## src/rtl/piso_serializer_pkg.sv

```systemverilog
// Shared definitions for the parallel-in / serial-out serializer.
package piso_serializer_pkg;

    typedef enum logic {
        IDLE  = 1'b0,
        SHIFT = 1'b1
    } state_e;

    // Bit-counter width for a given word length.
    function automatic int unsigned cnt_width(input int unsigned w);
        return $clog2(w);
    endfunction

endpackage : piso_serializer_pkg

```

## src/rtl/piso_serializer.sv

```systemverilog
// Parallel-in, serial-out serializer with a valid/ready load handshake,
// shift-enable stalling and gapless back-to-back words.
module piso_serializer
    import piso_serializer_pkg::*;
#(
    parameter int unsigned WIDTH     = 8,
    parameter bit          MSB_FIRST = 1'b1
) (
    input  logic             clk,
    input  logic             rst,
    input  logic             load_valid,
    input  logic [WIDTH-1:0] load_data,
    output logic             load_ready,
    input  logic             shift_ena,
    output logic             Dout,
    output logic             frame,
    output logic             done
);

    localparam int unsigned     CNT_W    = cnt_width(WIDTH);
    localparam logic [CNT_W-1:0] CNT_LAST = CNT_W'(WIDTH - 1);

    state_e           state_q, state_d;
    logic [CNT_W-1:0] cnt_q, cnt_d;
    logic [WIDTH-1:0] sr_q, sr_d;
    logic             done_q, done_d;
    logic [WIDTH-1:0] load_word;

    // Orient the incoming word so the first bit to send sits at the head (MSB).
    always_comb begin
        load_word = '0;
        if (MSB_FIRST) begin
            load_word = load_data;
        end else begin
            for (int unsigned i = 0; i < WIDTH; i++) begin
                load_word[i] = load_data[WIDTH-1-i];
            end
        end
    end

    // Next-state logic: load, shift, or finish a word (optionally reloading).
    always_comb begin
        state_d = state_q;
        cnt_d   = cnt_q;
        sr_d    = sr_q;
        done_d  = 1'b0;
        case (state_q)
            IDLE: begin
                if (load_valid) begin
                    sr_d    = load_word;
                    cnt_d   = CNT_LAST;
                    state_d = SHIFT;
                end
            end
            SHIFT: begin
                if (shift_ena) begin
                    if (cnt_q != '0) begin
                        sr_d  = {sr_q[WIDTH-2:0], 1'b0};
                        cnt_d = cnt_q - CNT_W'(1);
                    end else begin
                        done_d = 1'b1;
                        if (load_valid) begin
                            sr_d  = load_word;
                            cnt_d = CNT_LAST;
                        end else begin
                            sr_d    = '0;
                            state_d = IDLE;
                        end
                    end
                end
            end
            default: begin
                state_d = IDLE;
                cnt_d   = '0;
                sr_d    = '0;
            end
        endcase
    end

    // State, counter, shift register and done pulse registers.
    always_ff @(posedge clk or negedge rst) begin
        if (!rst) begin
            state_q <= IDLE;
            cnt_q   <= '0;
            sr_q    <= '0;
            done_q  <= 1'b0;
        end else begin
            state_q <= state_d;
            cnt_q   <= cnt_d;
            sr_q    <= sr_d;
            done_q  <= done_d;
        end
    end

    // The register is zero whenever idle, so the head bit alone gives Dout=0 outside a frame.
    assign Dout       = sr_q[WIDTH-1];
    assign frame      = (state_q == SHIFT);
    assign done       = done_q;
    assign load_ready = rst & ((state_q == IDLE) |
                               ((state_q == SHIFT) & (cnt_q == '0) & shift_ena));

endmodule : piso_serializer
```

## config.mk

```make
export PLATFORM = sky130hd
export DESIGN_NAME = piso_serializer
export DESIGN_NICKNAME = d
export VERILOG_FILES = /design/src/rtl/piso_serializer_pkg.sv /design/src/rtl/piso_serializer.sv
export SDC_FILE = /design/constraint.sdc
export NUM_CORES = 1
export LEC_CHECK = 0
export CAP_MARGIN = 0
export CELL_PAD_IN_SITES_DETAIL_PLACEMENT = 1
export CELL_PAD_IN_SITES_GLOBAL_PLACEMENT = 2
export CORE_UTILIZATION = 30
export DETAILED_ROUTE_END_ITERATION = 6
export PLACE_DENSITY_LB_ADDON = 0.1
export SYNTH_ARGS = -nofsm -noshare
export SYNTH_HDL_FRONTEND = slang
export SYNTH_SLANG_ARGS = --single-unit
```

## constraint.sdc

```tcl
create_clock -name clk -period 4.2 [get_ports clk]
set_clock_uncertainty 0.2 [all_clocks]
set_input_delay 0.84 -clock clk [delete_from_list [all_inputs] [get_ports clk]]
set_output_delay 0.84 -clock clk [all_outputs]
set_load 0.03 [all_outputs]
```

==> results of run 1 <==
per-layer routing:
layer	track usage	vias to the layer above
met4	0.0694	0
met2	0.256	7
met3	0.0303	2
li1	-	306
met5	0	-
met1	0.175	305
placed cells by master, fill, tap and decap left out, drive strengths merged:
master,instances
nand2,3
dfrtp,13
o2bb2ai,1
o211ai,1
ha,2
a31oi,7
a21oi,2
nand3,8
mux2,1
nor2b,2
o21ai,12
or2,1
clkdlybuf4s50,15
buf,1
nand2b,2
nor2,7
clkbuf,4
and2,1
inv,5
nor3,1
a211oi,2
and3b,1
o22ai,1
metrics by stage:
| stage | setup WS (ns) | hold slack [ns] | total power [mW] | std cells | utilization |
|---|---|---|---|---|---|
| 2_1_floorplan | 1.80 | 0.285 | 0.347 | 78 | - |
| 3_3_place_gp | 0.630 | 0.319 | 0.397 | 117 | 0.391 |
| 3_5_place_dp | 0.583 | 0.326 | 0.404 | 117 | 0.391 |
| 4_1_cts | 0.580 | 0.340 | 0.487 | 121 | 0.403 |
| 5_1_grt | 0.424 | 0.382 | 0.519 | 121 | 0.403 |
| 6_report | 0.584 | 0.328 | 0.478 | 121 | 0.403 |
cell type report:
| type | instances | share of cell area |
|---|---|---|
| well taps | 28 | 0.0393 |
| repair buffers | 16 | 0.177 |
| multi-input cells | 55 | 0.369 |
| clock buffers | 4 | 0.0295 |
| inverters | 5 | 0.0210 |
| flip-flops and latches | 13 | 0.365 |
worst max-delay path by stage:
stage | startpoint | to | slack, ns | depth (start not counted)
3_5_place_dp | shift_ena | load_ready | 0.58 | 5
3_3_place_gp | shift_ena | load_ready | 0.63 | 5
2_1_floorplan | shift_ena | load_ready | 1.80 | 3
4_1_cts | shift_ena | load_ready | 0.58 | 5
6_report | shift_ena | load_ready | 0.58 | 5
5_1_grt | shift_ena | load_ready | 0.42 | 5
flip-flops by register name, summed over array words and instances (netlist names):
signal  flops
cnt_q       3
sr_q        8
done        1
frame       1
kinds of logic (layout without fill, tap and decap cells):
logic type	count (synthesis)	in the layout	share of synthesized area
adder cells (fa/ha/maj)	2	2	0.0352
multiplexers	1	1	0.0211
buffers and inverters	10	25	0.0792
AO/OA/AOI/OAI	26	26	0.222
AND/OR/NAND/NOR	26	26	0.185
flip-flops	13	13	0.458
report_power, final:
group / switching, mW / total (mW) / leakage [nW] / internal, mW
registers: 0.0367 / 0.209 / 0.149 / 0.172
clock network: 0.0445 / 0.0812 / 0.0150 / 0.0368
logic: 0.0985 / 0.188 / 0.213 / 0.0897
==> impl_metrics.env, run 1 <==
export IMPL_ir_worst_vdd_mv=0.185
export IMPL_post_cts_buffers=0
export IMPL_gp_congestion=0.653
export IMPL_viasPerCell=5.12
export IMPL_synth_most_common_cell="dfrtp_1"
export IMPL_ys_ff_latch=13
export IMPL_dr_first_iter_drc_count=6
export IMPL_nets=108
export IMPL_worst_slew_pin_slew_ns=0.571
export IMPL_synth_avg_cell_area_um2=9.11
export IMPL_seqCellArea_um2=325
export IMPL_die_area_um2=2570
export IMPL_critPathKind="input port to primary output"
export IMPL_antenna_found_initial=0
export IMPL_worstPathCellList="clkdlybuf4s50_1 > inv_1 > o21ai_0 > and2_1 > clkdlybuf4s50_1"
export IMPL_wl_met2_um=789
export IMPL_slew_headroom=0.619
export IMPL_ys_types=25
export IMPL_p_leak_nw=0.376
export IMPL_finalSetupTns_ns=0
export IMPL_wl_per_cell_um=13.7
export IMPL_grt_pass1_vias=613
export IMPL_synth_top_area_cell="dfrtp_1"
export IMPL_synth_edf_count=0
export IMPL_critPathRequiredTime_ns=3.16
export IMPL_r2r_start="cnt_q[0]"
export IMPL_ys_async_sr_fraction=1.00
export IMPL_slew_violations=0
export IMPL_crit_buf_inv=3
export IMPL_place_area_um2=866
export IMPL_diodes=0
export IMPL_highest_layer="met4"
export IMPL_min_to="cnt_q[2]"
export IMPL_min_from="cnt_q[2]"
export IMPL_port_buffers=15
export IMPL_ios=16
export IMPL_yosys_top_cells_count="13 x dfrtp_1, 10 x o21ai_0, 8 x nand3_1"
export IMPL_die_h_um=50.7
export IMPL_multi_input_area_um2=329
export IMPL_synth_area_um2=711
export IMPL_path_clk_slew_ns=0.08
export IMPL_rows=17
export IMPL_synthTopCellsByArea="dfrtp_1 46%, o21ai_0 7.0%, nand3_1 5.6%"
export IMPL_grt_overflow=0
export IMPL_wl_met1_um=801
export IMPL_yosys_area_top_type_share=0.458
export IMPL_min_period_ns=3.62
export IMPL_r2r_end="cnt_q[1]"
export IMPL_end_kind="primary output"
export IMPL_wl_um=1660
export IMPL_cpMostUsedCell="clkdlybuf4s50_1"
export IMPL_status="completed"
export IMPL_grtUsageTotal=0.148
export IMPL_critical_path_slowest_cell="clkdlybuf4s50_1"
export IMPL_synth_nets=92
export IMPL_post_route_period_util=0.861
export IMPL_cp_max_fo=8
export IMPL_finalSetupViolations=0
export IMPL_ff2ff_path_depth=5
export IMPL_clock_path_buffers=2
export IMPL_core_um2=2210
export IMPL_hpwl_um=1180
export IMPL_slowest_delay_ns=0.66
export IMPL_cts_hold_buf=0
export IMPL_start_util=0.321
export IMPL_area_delta_synth_final_pct=25.5
export IMPL_synth_flop_cell="dfrtp_1"
export IMPL_hp_class="flop to flop"
export IMPL_cts_inserted_buffers=3
export IMPL_rsz0062_at_grt="false"
export IMPL_rrSetupSlack_ns=2.49
export IMPL_wl_met3_um=58
export IMPL_drcViolationCount=0
export IMPL_hold_depth=1
export IMPL_drtAntennaViolNets=0
export IMPL_yosysWarnings=0
export IMPL_worstSetupStartpointType="input port"
export IMPL_grt_pass1_wl_um=2780
export IMPL_cap_violations=0
export IMPL_cts_tree="yes"
export IMPL_cts_resized=0
export IMPL_ctsHtreeMaxLevel=1
export IMPL_drtPass1Iterations=3
export IMPL_drive_gt1_frac=0.0860
export IMPL_cts_sinks=13
export IMPL_fillers=269
export IMPL_postSynthCellCount=78
export IMPL_grt_max_degree=19
export IMPL_ys_seq_area_frac=0.458
export IMPL_cp_arrival_ns=2.58
export IMPL_die_w_um=50.7
export IMPL_clock_fmax_mhz=277
export IMPL_cts_root_buf="clkbuf_4"
export IMPL_hold_violations=0
export IMPL_clk_latency_ns=0.28
export IMPL_finalInstanceArea_um2=892
export IMPL_powerDensity_nw_per_um2=536
export IMPL_vias=620
export IMPL_cp_top_family="buffers and inverters"
(Power assumes the default switching activity.)
==> run 2: changes to the inputs <==
--- a/config.mk
+++ b/config.mk
@@ -8,6 +8,7 @@
 export CAP_MARGIN = 0
 export CELL_PAD_IN_SITES_DETAIL_PLACEMENT = 1
 export CELL_PAD_IN_SITES_GLOBAL_PLACEMENT = 2
+export CORE_ASPECT_RATIO = 1.25
 export CORE_UTILIZATION = 30
 export DETAILED_ROUTE_END_ITERATION = 6
 export PLACE_DENSITY_LB_ADDON = 0.1
==> impl_metrics.env, run 2 (synthesis gave the netlist of run 1 again) <==
export IMPL_cts_tree="yes"
export IMPL_clkPwrFrac=0.160
export IMPL_finalInstanceArea_um2=896
export IMPL_clock_path_buffers=2
export IMPL_ctsHtreeMaxLevel=1
export IMPL_cts_inserted_buffers=3
export IMPL_mostFrequentLayoutCell="clkdlybuf4s50_1"
export IMPL_place_area_um2=870
export IMPL_cts_hold_buf=0
export IMPL_final_util=0.405
export IMPL_hold_violations=0
export IMPL_r2r_start="cnt_q[0]"
export IMPL_min_period_ns=3.61
export IMPL_p_comb_frac=0.398
export IMPL_status="completed"
export IMPL_slew_violations=0
export IMPL_hpwl_um=1200
export IMPL_p_switching_mw=0.175
export IMPL_dr_first_iter_drc_count=11
export IMPL_rows=19
export IMPL_grt_overflow=0
export IMPL_post_cts_buffers=0
export IMPL_ios=16
export IMPL_top_register="sr_q"
export IMPL_area_delta_synth_final_pct=26.1
export IMPL_core_um2=2210
export IMPL_grt_pass1_vias=645
export IMPL_end_kind="primary output"
export IMPL_path_clk_slew_ns=0.08
export IMPL_cts_resized=0
export IMPL_worst_slew_pin_slew_ns=0.573
export IMPL_grt_pass1_wl_um=2870
export IMPL_min_to="cnt_q[2]"
export IMPL_drcViolationCount=0
export IMPL_p_int_mw=0.299
export IMPL_gp_congestion=0.666
export IMPL_drive_gt1_frac=0.0860
export IMPL_rsz0062_at_grt="false"
export IMPL_start_util=0.321
export IMPL_vias=616
export IMPL_r2r_end="cnt_q[0]"
export IMPL_hold_depth=1
export IMPL_wl_per_cell_um=13.5
export IMPL_clock_fmax_mhz=277
export IMPL_port_buffers=15
export IMPL_drtPass1Iterations=3
export IMPL_die_area_um2=2570
export IMPL_worstSetupStartpointType="input port"
export IMPL_cp_max_fo=8
export IMPL_cts_sinks=13
export IMPL_cap_violations=0
export IMPL_finalSetupViolations=0
export IMPL_grt_max_degree=19
export IMPL_antenna_found_initial=0
export IMPL_layout_common_cells="15 x clkdlybuf4s50_1, 13 x dfrtp_1, 10 x o21ai_0, 8 x nand3_1"
export IMPL_grtUsageTotal=0.153
export IMPL_hp_class="flop to flop"
export IMPL_switching_share=0.369
export IMPL_cp_arrival_ns=2.57
export IMPL_post_route_period_util=0.859
export IMPL_setup_slack_ns=0.591
export IMPL_clk_latency_ns=0.27
export IMPL_critPathRequiredTime_ns=3.16
export IMPL_drtAntennaViolNets=0
export IMPL_preCtsSetupSlack_ns=0.562
export IMPL_diodes=0
export IMPL_critPathKind="input port to primary output"
export IMPL_die_w_um=45.5
export IMPL_largest_register_ffs=8
export IMPL_rrSetupSlack_ns=2.46
export IMPL_powerDensity_nw_per_um2=529
export IMPL_wl_um=1680
export IMPL_top_regs="sr_q x8, cnt_q x3"
export IMPL_die_h_um=56.4
export IMPL_ff2ff_path_depth=5
export IMPL_cts_root_buf="clkbuf_4"
export IMPL_ir_worst_vdd_mv=0.218
export IMPL_min_from="cnt_q[2]"
export IMPL_seqPwrFrac=0.442
export IMPL_p_leak_nw=0.376
export IMPL_slew_headroom=0.618
export IMPL_finalSetupTns_ns=0
export IMPL_nets=108
export IMPL_viasPerCell=4.97
==> run 2: cell counts in the layout (fill, tap and decap cells not counted) <==
Identical to the previous run, type by type.
==> run 2: area by class of cell <==
class	count	area [µm²]
Clock buffer	4	26.3
Fill cell	267	1320
Inverter	5	18.8
Multi-Input combinational cell	55	329
Sequential cell	13	325
Tap cell	31	38.8
Timing Repair Buffer	16	158
==> run 2: how the worst max path moves through the flow <==
stage               from    endpoint  slack, ns
6_report       shift_ena  load_ready       0.59
5_1_grt        shift_ena  load_ready       0.40
4_1_cts        shift_ena  load_ready       0.57
3_5_place_dp   shift_ena  load_ready       0.56
3_3_place_gp   shift_ena  load_ready       0.62
2_1_floorplan  shift_ena  load_ready       1.80
==> run 2: metal layers <==
layer / global-route usage / vias to the layer above / part of all wire
li1: - / 305 / -
met1: 0.188 / 300 / 0.47
met2: 0.249 / 9 / 0.49
met3: 0.0322 / 2 / 0.030
met4: 0.0649 / 0 / 0.0095
met5: 0 / - / 0
==> run 2: power groups by stage <==
stage                     combinational [mW]  sequential (mW)  clock (mW)
final                                  0.188            0.209      0.0759
after global routing                   0.216            0.218      0.0883
after global placement                 0.189            0.212           0
after floorplan                        0.135            0.212           0
after detailed placement               0.192            0.213           0
after CTS                              0.194            0.210      0.0829
==> run 2: critical path: stages <==
cell and delay (ns):
clkdlybuf4s50_1 0.61, inv_1 0.09, o21ai_0 0.22, and2_1 0.15
clkdlybuf4s50_1 0.66
==> run 2: per-stage QoR <==
step / std cells / power, mW / hold slack (ns)
2_1_floorplan: 78 / 0.347 / 0.285
3_3_place_gp: 120 / 0.400 / 0.316
3_5_place_dp: 120 / 0.405 / 0.330
4_1_cts: 124 / 0.487 / 0.342
5_1_grt: 124 / 0.522 / 0.363
6_report: 124 / 0.474 / 0.336
==> run 3: changes to the inputs <==
--- a/config.mk
+++ b/config.mk
@@ -11,6 +11,7 @@
 export CORE_ASPECT_RATIO = 1.25
 export CORE_UTILIZATION = 30
 export DETAILED_ROUTE_END_ITERATION = 6
+export MAX_ROUTING_LAYER = met4
 export PLACE_DENSITY_LB_ADDON = 0.1
 export SYNTH_ARGS = -nofsm -noshare
 export SYNTH_HDL_FRONTEND = slang
==> constraint.sdc (replaced) <==
create_clock -name clk -period 4.2 [get_ports clk]
set_clock_uncertainty 0.2 [all_clocks]
set_input_delay 0.84 -clock clk [delete_from_list [all_inputs] [get_ports clk]]
set_output_delay 0.84 -clock clk [all_outputs]
set_load 0.02 [all_outputs]
==> impl_metrics.env, run 3 (synthesis gave the netlist of run 1 again) <==
export IMPL_hp_class="flop to flop"
export IMPL_top_register="sr_q"
export IMPL_drive_gt1_frac=0.0860
export IMPL_dr_first_iter_drc_count=11
export IMPL_cp_max_fo=8
export IMPL_slew_headroom=0.618
export IMPL_drcViolationCount=0
export IMPL_clock_fmax_mhz=282
export IMPL_clk_latency_ns=0.27
export IMPL_cap_violations=0
export IMPL_grtUsageTotal=0.157
export IMPL_finalSetupTns_ns=0
export IMPL_rsz0062_at_grt="false"
export IMPL_drtPass1Iterations=3
export IMPL_hpwl_um=1200
export IMPL_grt_pass1_vias=645
export IMPL_antenna_found_initial=0
export IMPL_cts_inserted_buffers=3
export IMPL_largest_register_ffs=8
export IMPL_die_area_um2=2570
export IMPL_top_regs="sr_q x8, cnt_q x3"
export IMPL_diodes=0
export IMPL_viasPerCell=4.97
export IMPL_cts_root_buf="clkbuf_4"
export IMPL_critPathRequiredTime_ns=3.16
export IMPL_wl_um=1680
export IMPL_vias=616
export IMPL_die_h_um=56.4
export IMPL_finalInstanceArea_um2=896
export IMPL_fillers=267
export IMPL_nets=108
export IMPL_hold_violations=0
export IMPL_rows=19
export IMPL_cts_hold_buf=0
export IMPL_multi_input_area_um2=329
export IMPL_gp_congestion=0.672
export IMPL_ctsHtreeMaxLevel=1
export IMPL_status="completed"
export IMPL_cp_arrival_ns=2.50
export IMPL_seqCellArea_um2=325
export IMPL_port_buffers=15
export IMPL_worstSetupStartpointType="input port"
export IMPL_end_kind="primary output"
export IMPL_core_um2=2210
export IMPL_powerDensity_nw_per_um2=522
export IMPL_grt_pass1_wl_um=2880
export IMPL_slew_violations=0
export IMPL_ir_worst_vdd_mv=0.217
export IMPL_drtAntennaViolNets=0
export IMPL_grt_overflow=0
export IMPL_area_delta_synth_final_pct=26.1
export IMPL_critPathKind="input port to primary output"
export IMPL_cts_resized=0
export IMPL_min_period_ns=3.54
export IMPL_path_clk_slew_ns=0.08
export IMPL_die_w_um=45.5
export IMPL_design_power_total_mw=0.468
export IMPL_layout_common_cells="15 x clkdlybuf4s50_1, 13 x dfrtp_1, 10 x o21ai_0, 8 x nand3_1"
export IMPL_mostFrequentLayoutCell="clkdlybuf4s50_1"
export IMPL_ios=16
export IMPL_cts_sinks=13
export IMPL_clock_path_buffers=2
export IMPL_worst_slew_pin_slew_ns=0.573
export IMPL_post_route_period_util=0.843
export IMPL_start_util=0.321
export IMPL_p_leak_nw=0.376
export IMPL_post_cts_buffers=0
export IMPL_place_area_um2=870
export IMPL_finalSetupViolations=0
export IMPL_wl_per_cell_um=13.5
export IMPL_cts_tree="yes"
export IMPL_grt_max_degree=19
==> run 3: worst paths after layout <==
kind	startpoint	end	slack, ns	depth (start not counted)
min	cnt_q[2]	cnt_q[2]	0.34	1
max in group asynchronous	rst	sr_q[7]	2.91	2
max reg2reg	cnt_q[0]	cnt_q[0]	2.46	5
max	shift_ena	load_ready	0.66	5
min in group asynchronous	rst	sr_q[1]	0.72	2
min reg2reg	cnt_q[2]	cnt_q[2]	0.34	1
==> run 3: power by group <==
group | leakage, nW | internal (mW) | switching [mW]
Clock | 0.0150 | 0.0367 | 0.0392
Sequential | 0.149 | 0.172 | 0.0372
Combinational | 0.213 | 0.0899 | 0.0924
==> run 3: final cells by class <==
| type | instances | area share |
|---|---|---|
| Tap cell | 31 | 0.0433 |
| Multi-Input combinational cell | 55 | 0.367 |
| Inverter | 5 | 0.0209 |
| Sequential cell | 13 | 0.363 |
| Timing Repair Buffer | 16 | 0.176 |
| Clock buffer | 4 | 0.0293 |
==> run 3: critical path: stages <==
cell and delay (ns):
clkdlybuf4s50_1 0.61, inv_1 0.09, o21ai_0 0.22, and2_1 0.15, clkdlybuf4s50_1 0.59
==> run 3: routing by layer <==
metal  global-route usage  part of all wire  up-vias
met4               0.0649            0.0095        0
met3               0.0322             0.030        2
met2                0.249              0.49        9
met5                    -                 0        -
li1                     -                 -      305
met1                0.188              0.47      300
==> run 3: metrics by stage <==
step           utilization  hold slack, ns  setup WS, ns  cells
2_1_floorplan            -           0.285          1.86     78
3_3_place_gp         0.393           0.316         0.682    120
3_5_place_dp         0.393           0.330         0.628    120
4_1_cts              0.405           0.342         0.635    124
5_1_grt              0.405           0.363         0.464    124
6_report             0.405           0.336         0.658    124
